## config.mk

```make
export PLATFORM = sky130hd
export DESIGN_NAME = operand_mem_sched
export DESIGN_NICKNAME = d
export VERILOG_FILES = /design/src/rtl/operand_mem_sched_pkg.sv /design/src/rtl/operand_mem_sched.sv
export SDC_FILE = /design/constraint.sdc
export NUM_CORES = 1
export LEC_CHECK = 0
export ABC_AREA = 1
export CAP_MARGIN = 20
export CORE_MARGIN = 2
export CORE_UTILIZATION = 43
export CTS_CLUSTER_SIZE = 10
export DETAILED_ROUTE_END_ITERATION = 16
export PLACE_DENSITY = 0.82
export SLEW_MARGIN = 15
export SYNTH_ARGS = -nofsm -noshare
export SYNTH_HDL_FRONTEND = slang
export SYNTH_SLANG_ARGS = --single-unit
```

## constraint.sdc

```tcl
create_clock -name clk -period 2.2 [get_ports clk]
set_input_delay 0.22 -clock clk [delete_from_list [all_inputs] [get_ports clk]]
set_output_delay 0.22 -clock clk [all_outputs]
set_load 0.02 [all_outputs]
```

## src/rtl/operand_mem_sched_pkg.sv

```systemverilog
// Shared definitions for the operand/memory scheduler.
// Holds the datapath widths, the operand/destination choice encodings,
// the scheduler state type and a small choice-decode helper.
package operand_mem_sched_pkg;

    localparam int OPCODE_WIDTH = 4;
    localparam int VALUE_WIDTH  = 8;
    localparam int MEM_WIDTH    = 4;

    // Operand / destination source selects; only CHOICE_MEM touches the memory port.
    localparam logic [1:0] CHOICE_REG  = 2'b00;
    localparam logic [1:0] CHOICE_MEM  = 2'b01;
    localparam logic [1:0] CHOICE_IMM  = 2'b10;
    localparam logic [1:0] CHOICE_NONE = 2'b11;

    typedef enum logic [2:0] {
        ST_IDLE = 3'd0,
        ST_RD1  = 3'd1,
        ST_RD2  = 3'd2,
        ST_CAP  = 3'd3,
        ST_EXEC = 3'd4,
        ST_WB   = 3'd5,
        ST_DONE = 3'd6
    } sched_state_t;

    function automatic logic is_mem(input logic [1:0] choice);
        return (choice == CHOICE_MEM);
    endfunction

endpackage

```

## src/rtl/operand_mem_sched.sv

```systemverilog
// Operand / memory scheduler sharing one single-port data memory.
// Every accepted instruction runs a fixed schedule:
//   RD1 (src1 read) -> RD2 (capture src1, src2 read) -> CAP (capture src2)
//   -> EXEC (ALU evaluates, result latched) -> WB (optional write) -> DONE.
// Ports:
//   clk, rst                     clock, asynchronous active-high reset
//   start + instruction fields   launch request, sampled only in IDLE
//   alu_out                      combinational ALU result of op_q/src1_q/src2_q
//   mem_rdata                    memory read data, one cycle after mem_re
//   mem_addr/mem_re/mem_we/mem_wdata  memory port (zero when no strobe)
//   op_q, src1_q, src2_q, result_q    latched opcode, operands and result
//   operands_valid, busy, done        schedule status
module operand_mem_sched
    import operand_mem_sched_pkg::*;
#(
    parameter int OPCODE_WIDTH = operand_mem_sched_pkg::OPCODE_WIDTH,
    parameter int VALUE_WIDTH  = operand_mem_sched_pkg::VALUE_WIDTH,
    parameter int MEM_WIDTH    = operand_mem_sched_pkg::MEM_WIDTH
) (
    input  logic                    clk,
    input  logic                    rst,
    input  logic                    start,
    input  logic [OPCODE_WIDTH-1:0] op_code,
    input  logic [1:0]              source1_choice,
    input  logic [1:0]              source2_choice,
    input  logic [1:0]              dest_choice,
    input  logic [MEM_WIDTH-1:0]    source1_addr,
    input  logic [MEM_WIDTH-1:0]    source2_addr,
    input  logic [MEM_WIDTH-1:0]    dest_addr,
    input  logic [VALUE_WIDTH-1:0]  src1_ext,
    input  logic [VALUE_WIDTH-1:0]  src2_ext,
    input  logic [VALUE_WIDTH-1:0]  alu_out,
    input  logic [VALUE_WIDTH-1:0]  mem_rdata,
    output logic [MEM_WIDTH-1:0]    mem_addr,
    output logic                    mem_re,
    output logic                    mem_we,
    output logic [VALUE_WIDTH-1:0]  mem_wdata,
    output logic [OPCODE_WIDTH-1:0] op_q,
    output logic [VALUE_WIDTH-1:0]  src1_q,
    output logic [VALUE_WIDTH-1:0]  src2_q,
    output logic [VALUE_WIDTH-1:0]  result_q,
    output logic                    operands_valid,
    output logic                    busy,
    output logic                    done
);

    sched_state_t           state_r;
    sched_state_t           next_state_s;

    logic [1:0]             src1_choice_r;
    logic [1:0]             src2_choice_r;
    logic [1:0]             dest_choice_r;
    logic [MEM_WIDTH-1:0]   src1_addr_r;
    logic [MEM_WIDTH-1:0]   src2_addr_r;
    logic [MEM_WIDTH-1:0]   dest_addr_r;
    logic [VALUE_WIDTH-1:0] src1_ext_r;
    logic [VALUE_WIDTH-1:0] src2_ext_r;

    // Next-state logic: fixed one-cycle-per-state walk; start only matters in IDLE.
    always_comb begin
        next_state_s = ST_IDLE;
        case (state_r)
            ST_IDLE: begin
                if (start) begin
                    next_state_s = ST_RD1;
                end else begin
                    next_state_s = ST_IDLE;
                end
            end
            ST_RD1:  next_state_s = ST_RD2;
            ST_RD2:  next_state_s = ST_CAP;
            ST_CAP:  next_state_s = ST_EXEC;
            ST_EXEC: next_state_s = ST_WB;
            ST_WB:   next_state_s = ST_DONE;
            ST_DONE: next_state_s = ST_IDLE;
            default: next_state_s = ST_IDLE;
        endcase
    end

    // State register plus status flags, registered from the state being entered.
    always_ff @(posedge clk or posedge rst) begin
        if (rst) begin
            state_r        <= ST_IDLE;
            busy           <= 1'b0;
            done           <= 1'b0;
            operands_valid <= 1'b0;
        end else begin
            state_r        <= next_state_s;
            busy           <= (next_state_s != ST_IDLE);
            done           <= (next_state_s == ST_DONE);
            operands_valid <= (next_state_s == ST_EXEC);
        end
    end

    // Instruction, operand and result latches.
    always_ff @(posedge clk or posedge rst) begin
        if (rst) begin
            op_q          <= '0;
            src1_choice_r <= 2'b00;
            src2_choice_r <= 2'b00;
            dest_choice_r <= 2'b00;
            src1_addr_r   <= '0;
            src2_addr_r   <= '0;
            dest_addr_r   <= '0;
            src1_ext_r    <= '0;
            src2_ext_r    <= '0;
            src1_q        <= '0;
            src2_q        <= '0;
            result_q      <= '0;
        end else begin
            case (state_r)
                ST_IDLE: begin
                    if (start) begin
                        op_q          <= op_code;
                        src1_choice_r <= source1_choice;
                        src2_choice_r <= source2_choice;
                        dest_choice_r <= dest_choice;
                        src1_addr_r   <= source1_addr;
                        src2_addr_r   <= source2_addr;
                        dest_addr_r   <= dest_addr;
                        src1_ext_r    <= src1_ext;
                        src2_ext_r    <= src2_ext;
                    end
                end
                // Read data for the RD1 request is on mem_rdata during RD2.
                ST_RD2:  src1_q   <= is_mem(src1_choice_r) ? mem_rdata : src1_ext_r;
                ST_CAP:  src2_q   <= is_mem(src2_choice_r) ? mem_rdata : src2_ext_r;
                ST_EXEC: result_q <= alu_out;
                default: ;
            endcase
        end
    end

    // Memory port drive; address/data forced to zero whenever no strobe is active.
    always_comb begin
        mem_re    = 1'b0;
        mem_we    = 1'b0;
        mem_addr  = '0;
        mem_wdata = '0;
        case (state_r)
            ST_RD1: begin
                if (is_mem(src1_choice_r)) begin
                    mem_re   = 1'b1;
                    mem_addr = src1_addr_r;
                end else begin
                    mem_re   = 1'b0;
                    mem_addr = '0;
                end
            end
            ST_RD2: begin
                if (is_mem(src2_choice_r)) begin
                    mem_re   = 1'b1;
                    mem_addr = src2_addr_r;
                end else begin
                    mem_re   = 1'b0;
                    mem_addr = '0;
                end
            end
            ST_WB: begin
                if (is_mem(dest_choice_r)) begin
                    mem_we    = 1'b1;
                    mem_addr  = dest_addr_r;
                    mem_wdata = result_q;
                end else begin
                    mem_we    = 1'b0;
                    mem_addr  = '0;
                    mem_wdata = '0;
                end
            end
            default: begin
                mem_re    = 1'b0;
                mem_we    = 1'b0;
                mem_addr  = '0;
                mem_wdata = '0;
            end
        endcase
    end

endmodule
```

Word level (Yosys, flattened, before mapping)
Index checks and enable logic that the tools add are counted.
{ "totals": {"ram_bits": 0, "out_inout_bits": 45, "romBits": 0, "input_bits": 57, "mem_count": 0, "register_bits": 68, "latchBits": 0} }
{ "classes": {"add_sub_neg": 0, "magnitude_cmp": 0, "mux": 15, "n_shift": 0, "mul": 0, "n_bitwise": 0, "div_mod_pow": 0, "n_eq_ne": 10, "reduce_logical": 3} }
{ "ops": {"columns": ["cell", "count"], "rows": [
  ["$mux W8", 4],
  ["$pmux W3 S6", 1],
  ["$eq A3 B3 Y1 const B", 4],
  ["$mux W4", 3],
  ["$pmux W4 S3", 1],
  ["$eq A2 B1 Y1 const B", 3],
  ["$eq A3 B2 Y1 const B", 2],
  ["$mux W1", 5],
  ["$eq A3 B1 Y1 const B", 1],
  ["$logic_not A3 Y1", 1],
  ["$reduce_bool A3 Y1", 1],
  ["$pmux W1 S2", 1],
  ["$reduce_and A2 Y1", 1]
]} }

Logic depth before layout (Yosys ltp)
Gate-level depths: netlist of the first run.
{ "depth": {"word_depth": 3, "depth_mapped": 6} }

Worst setup path before layout of the first run
No wires, ideal clock.
{ "synth_timing": {"kind": "reg-to-output", "start": "reg state_r[2]", "end": "out mem_re", "t_arrival_ns": 1.283, "setup_slack_ns": 0.697, "stages_incl_launch_ff": 5, "cell_sequence": "dfrtp_1 inv_2 nand3_1 buf_2 o21ai_0"} }
{ "synth_via": {"elab_chain_cells": 2, "word_cells_on_any_way": 3, "cone_classes": "eq/ne (2); mux (1)"} }
{ "synth_lines": {"columns": ["item", "line_no", "rtl"], "rows": [
  ["from (decl)", "operand_mem_sched.sv:47", "sched_state_t state_r;"],
  ["from (signal assigned)", "operand_mem_sched.sv:88", "state_r <= next_state_s;"],
  ["$eq A3 B2 Y1 / $eq A3 B1 Y1 (equally long branches)", "operand_mem_sched.sv:140", "case (state_r)"],
  ["$pmux W1 S2 (*)", "operand_mem_sched.sv:140", null],
  ["to (decl)", "operand_mem_sched.sv:35", "output logic mem_re,"]
]} }
Mark *: on every way between the ends. The rest lies on a longest branch, timed or not.

Worst setup path in the final report of the first run
{ "layout_timing": {"start": "reg state_r[1]", "end": "out mem_wdata[3]"} }
{ "layout_via": {"elab_chain_cells": 2} }
{ "layout_lines": {"columns": ["item", "line_no", "rtl"], "rows": [
  ["$eq A3 B3 Y1", "operand_mem_sched.sv:140", null],
  ["$mux W8", "operand_mem_sched.sv:140", null],
  ["to (decl)", "operand_mem_sched.sv:37", "output logic [VALUE_WIDTH-1:0] mem_wdata,"]
]} }
No other way between the ends.

==> out/metrics.cfg, run 1 <==
[synth]
syn_inst = 408
syn_avg_cell_area_sq_um = 7.80
synth_area_sq_um = 3180
yosysWarnings = 0
ys_ff_latch = 68
postSynth.asyncResetShare = 1.00
yosysTopAreaCellShare = 0.535
synth_most_common_cell = nand2_1
ys_top_cells_by_count = nand2_1, inv_1, dfrtp_1
yosysTopAreaCell = dfrtp_1
ys_seq_area_frac = 0.535
synth.area.top_cells = dfrtp_1, nand2_1, inv_1, nor2_1, o21ai_0
synth-main-ff-cell = dfrtp_1
synth.distinct_cells = 19
synth-edff-count = 0
syn_nets = 465

[drt]
drt-pass1-iter-count = 4
post_drt_wl_per_cell_um = 12.1
vias = 2794
wl_met1_um = 3190
drt.antenna.violating_nets = 0
drt_iter0_drc = 172
dr_wl_met3_um = 341
routed_wl_um = 7480
highest_layer = met4
drc_errors = 0
vias_per_cell = 4.52
route.met2.wl_um = 3850

[setup_path]
slowest_stage = dfrtp_1
max_stage_delay_ps = 440
cp.required_ps = 1980
end_kind = output port
crit_path_start_kind = register
crit_family = simple AND/OR/NAND/NOR gates
cp_cell_sequence = inv_1 > nand2_1 > nor2_4 > nand3_4 > nor2_1 > dlygate4sd2_1
critPathArrivalTime_ps = 1840
critical_path_buf_inv_count = 2
path_max_fanout = 9
path_class = register to output port

[cts]
cts_buffers = 9
cts_tree = done
cts-htree-levels = 3
path_clk_slew_ps = 70
root_buffer = clkbuf_8
clockBufferDepth = 2
clock-sinks = 68
insertion_delay_ps = 320
holdBufCountCts = 0

[power]
switching_share = 0.397
finalPower_uw = 5830
power_frac_comb = 0.450
p_clk_frac = 0.174
p_int_uw = 3510
p_leak_uw = 0.00244
powerDensity_nw_per_um2 = 1300
power_frac_seq = 0.375
ir_drop_v = 0.000447
power.switching_uw = 2310

[placement]
dp_slack_ps = 211
io_buffers = 101
routabilityCongestion = 0.812
dpl.hpwl_um = 5560

[timing]
setup_viol = 0
min_period_ps = 2060
finClkSkew_ps = 4.16
setup_ws_ps = 139
maxSlewViolCount = 0
period_share = 0.937
fmax_mhz = 485
tightest_slew_ps = 660
hold_viol = 0
fin_hold_ws_ps = 224
slew_headroom = 0.559
rsz0062_at_grt = no

[floorplan]
row_count = 31
ios = 102
die_h_um = 90.0
fp.dieW_um = 90.0
initial_utilization = 0.441
core-area_sq_um = 7210
die_area_sq_um = 8110

[flow_run]
maxCapViolations = 0

[grt]
grt_max_degree = 59
gr-total-overflow = 0
antenna_found_initial = 0
grt_pass1_vias = 2677
grt_use_total = 0.186
grt_pass1_wl_um = 12200

[layout]
syn2layout_area_growth_pct = 41.2
n_antenna_cell = 0
nets = 571
drive_gt1_frac = 0.0732

[run_status]
status = complete, no violations

[worst_hold_path]
min_path_type = primary input to asynchronous set/reset pin

[power groups by stage]
stage | Sequential [uW] | Clock [uW] | Combinational [uW]
floorplan | 2440 | 0 | 1350
global placement | 2170 | 0 | 2570
detailed placement | 2200 | 0 | 2650
CTS | 2190 | 1040 | 2650
global route | 2260 | 1090 | 2920
finish | 2190 | 1020 | 2620
[worst paths after layout]
kind | startpoint | endpoint | slack (ps) | depth (start not counted)
max | state_r[1] | mem_wdata[3] | 140 | 6
min | rst | result_q[2] | 220 | 2
max reg2reg | state_r[1] | src2_addr_r[3] | 620 | 5
min reg2reg | src1_q[1] | src1_q[1] | 480 | 2
max in group asynchronous | rst | src1_ext_r[5] | 1360 | 3
min in group clk | source2_choice[0] | src2_choice_r[0] | 440 | 3
[what timing repair did]
action,CTS,global route
endpoints found under the setup margin,14,2
resized for setup,14,2
buffers inserted,0,0
[metal layers]
layer,GRT usage,up-vias
li1,-,1415
met4,0.0756,0
met5,0,-
met2,0.326,83
met3,0.0285,10
met1,0.231,1286
[per-stage QoR]
stage,cells,cell area [sq um],util,setup TNS (ps)
6_report,618,4490,0.623,0
5_1_grt,618,4490,0.623,0
4_1_cts,618,4490,0.622,-15.4
3_5_place_dp,602,4300,0.596,0
3_3_place_gp,602,4300,0.596,0
2_1_floorplan,408,3180,-,0
[cell type report]
class / instances / area, sq um
Sequential cell: 68 / 1700
Clock inverter: 1 / 30.0
Inverter: 94 / 353
Timing Repair Buffer: 108 / 1080
Multi-Input combinational cell: 233 / 1040
Clock buffer: 15 / 166
Fill cell: 659 / 2720
Tap cell: 99 / 124
[state kept, by name (all words and copies together) (netlist names)]
signal and flops:
result_q 8, busy 1, state_r 3, src2_addr_r 4, operands_valid 1, src1_choice_r 2, src1_addr_r 4, op_q 4
src1_q 8, dest_choice_r 2, done 1, src2_q 8, dest_addr_r 4, src1_ext_r 8, src2_choice_r 2, src2_ext_r 8
[cell usage in the layout, fill, tap and decap left out, drive strengths merged, types with 2 or more instances in the layout]
cell type / n
dfrtp: 68
dlymetal6s2s: 2
nand2: 126
clkdlybuf4s50: 87
inv: 93
o21ai: 40
dlygate4sd2: 12
buf: 7
a21oi: 8
clkbuf: 15
nor2: 35
nand3: 24
[cell families after synthesis]
kind of cell / share of synthesized area
AO/OA/AOI/OAI: 0.0873
AND/OR/NAND/NOR: 0.238
buffers and inverters: 0.140
flip-flops: 0.535
[worst register-to-register path: stages (launching register included)]
cell	delay (ps)
dfrtp_1	440
nor2_2	190
nand3_2	310
buf_12	310
nand2_1	120
o21ai_0	90
Power figures use the tool's default switching activity.
==> run 2: changes to the inputs <==
- CORE_ASPECT_RATIO: unset -> 0.5
- CORE_UTILIZATION: 43 -> 46
- PLACE_DENSITY: 0.82 -> 0.87
==> out/metrics.cfg, run 2 (synthesis results as in run 1) <==
[setup_path]
cp.required_ps = 1980  ; about the same
end_kind = output port
reg2reg_slack_ps = 520  ; -100 ps
crit_path_start_kind = register
r2r_end = src1_ext_r[6]
path_max_fanout = 9  ; unchanged
startpoint = state_r[1]
path_class = register to output port
rr_startpoint = state_r[1]
endpoint = mem_wdata[1]
critPathArrivalTime_ps = 1840  ; about the same
rr_worst_depth = 5  ; unchanged

[power]
p_int_uw = 3750  ; +6.7%
switching_share = 0.394  ; -0.00321
p_leak_uw = 0.00248  ; +1.4%
power_frac_comb = 0.437  ; -0.013
ir_drop_v = 0.000663  ; +48%
power.switching_uw = 2440  ; +5.3%
powerDensity_nw_per_um2 = 1350  ; +4.1%
p_clk_frac = 0.209  ; +0.035
power_frac_seq = 0.354  ; -0.021

[worst_hold_path]
min_path_type = primary input to asynchronous set/reset pin

[timing]
fmax_mhz = 485  ; about the same
maxSlewViolCount = 0  ; unchanged
hold_viol = 0  ; unchanged
setup_viol = 0  ; unchanged
period_share = 0.937  ; about the same
fin_tns_setup_ps = 0  ; unchanged
finClkSkew_ps = 5.23  ; +1.06 ps
min_period_ps = 2060  ; -0.542 ps
tightest_slew_ps = 544  ; -116 ps
rsz0062_at_grt = no
slew_headroom = 0.636  ; +0.0776

[drt]
drt.antenna.violating_nets = 0  ; unchanged
routed_wl_um = 7890  ; +5.5%
vias_per_cell = 4.68  ; +3.5%
drt_iter0_drc = 166  ; -3.5%
vias = 2860  ; +2.4%
post_drt_wl_per_cell_um = 12.9  ; +6.8%
drt-pass1-iter-count = 6  ; +2
drc_errors = 0  ; unchanged

[cts]
insertion_delay_ps = 320  ; about the same
root_buffer = clkbuf_16
path_clk_slew_ps = 50  ; -20 ps
clock-sinks = 68  ; unchanged
cts_setup_buffers = 0  ; unchanged
cts_tree = done
cts-htree-levels = 3  ; unchanged
clockBufferDepth = 2  ; unchanged
cts_buffers = 9  ; unchanged

[floorplan]
ios = 102  ; unchanged
fp.dieW_um = 122  ; +35%
row_count = 21  ; -32%
initial_utilization = 0.475  ; +0.0339
die_h_um = 62.8  ; -30%
core-area_sq_um = 6700  ; -7.1%
die_area_sq_um = 7640  ; -5.7%

[layout]
num-fill-cells = 521  ; -21%
final_common_cell = nand2_1
nets = 572  ; +0.18%
n_antenna_cell = 0  ; unchanged
utilization = 0.683  ; +0.0607
drive_gt1_frac = 0.0809  ; +0.00771
syn2layout_area_growth_pct = 43.9
layout_common_cells = nand2_1, inv_1, clkdlybuf4s50_1

[grt]
gr-total-overflow = 0  ; unchanged
grt_use_total = 0.228  ; +0.0411
grt_pass1_vias = 2773  ; +3.6%
antenna_found_initial = 0  ; unchanged
grt_max_degree = 31  ; -47%
grt_pass1_wl_um = 13400  ; +10%

[placement]
dpl.hpwl_um = 5820  ; +4.7%
routabilityCongestion = 0.831  ; +2.4%
io_buffers = 101  ; unchanged

[flow_run]
maxCapViolations = 0  ; unchanged

[run_status]
status = complete, no violations

run 2: cell types whose count changed in the layout (fill, tap and decap cells not counted):
cell,change
clkbuf_16,+9
clkbuf_8,-9
clkbuf_1,-2
clkinv_2,+2
nand2_1,-2
nand2_2,+2
buf_12,+1
bufinv_16,-1
dlygate4sd2_1,+1
dlymetal6s2s_1,-1
run 2: per-stage QoR:
stage / cell area, sq um / setup slack [ps] / power [uW] / hold WS [ps] / cells
CTS: 4580 / 19.0 / 6210 / 233 / 611
global placement: 4310 / 324 / 4770 / 463 / 596
global route: 4580 / 10.9 / 6620 / 267 / 611
finish: 4580 / 139 / 6190 / 227 / 611
detailed placement: 4310 / 282 / 4870 / 464 / 596
floorplan: 3180 / 268 / 3790 / 352 / 408
run 2: layout make-up:
type,count,area (sq um),share of cell area
Inverter,94,353,0.0770
Multi-Input combinational cell,233,1040,0.228
Tap cell,92,115,0.0251
Sequential cell,68,1700,0.372
Clock buffer,13,260,0.0568
Timing Repair Buffer,109,1090,0.239
Clock inverter,2,10.0,0.00219
run 2: routing by layer:
layer	track usage	wire length (um)	vias to the layer above
met1	0.299	3520	1326
li1	-	-	1419
met3	0.0648	465	15
met5	0	0	-
met2	0.360	3750	100
met4	0.0862	155	0
run 2: worst min-delay path by stage:
stage,from,end,slack [ps]
final,rst,src2_addr_r[2],230
after global routing,rst,result_q[7],270
after CTS,rst,dest_choice_r[0],230
after detailed placement,src2_q[7],src2_q[7],460
after global placement,src2_q[7],src2_q[7],460
after floorplan,src1_ext[7],src1_ext_r[7],350
run 2: timing repair:
action	4_1_cts	5_1_grt
gates resized for setup	17	1
gates cloned	0	0
pin swaps	1	0
setup endpoints to repair	14	1
hold buffers	0	0
run 2: power groups by stage:
stage / clock, uW / combinational, uW / sequential (uW)
after floorplan: 0 / 1350 / 2440
after global placement: 0 / 2600 / 2170
after detailed placement: 0 / 2690 / 2190
after CTS: 1320 / 2710 / 2180
after global routing: 1380 / 2990 / 2250
final: 1290 / 2700 / 2190
run 2: worst max-delay path, stage by stage (launching register included):
cell and delay, ps:
dfrtp_1 440, inv_1 100, nand2_1 130, nor2_4 230, nand3_4 150, nor2_1 120, dlygate4sd2_1 340
==> run 3: changes to the inputs <==
- CTS_CLUSTER_SIZE: 10 -> 25
==> results of run 3 <==
Same layout as run 2: the final DEF is identical, and so are final timing and power.
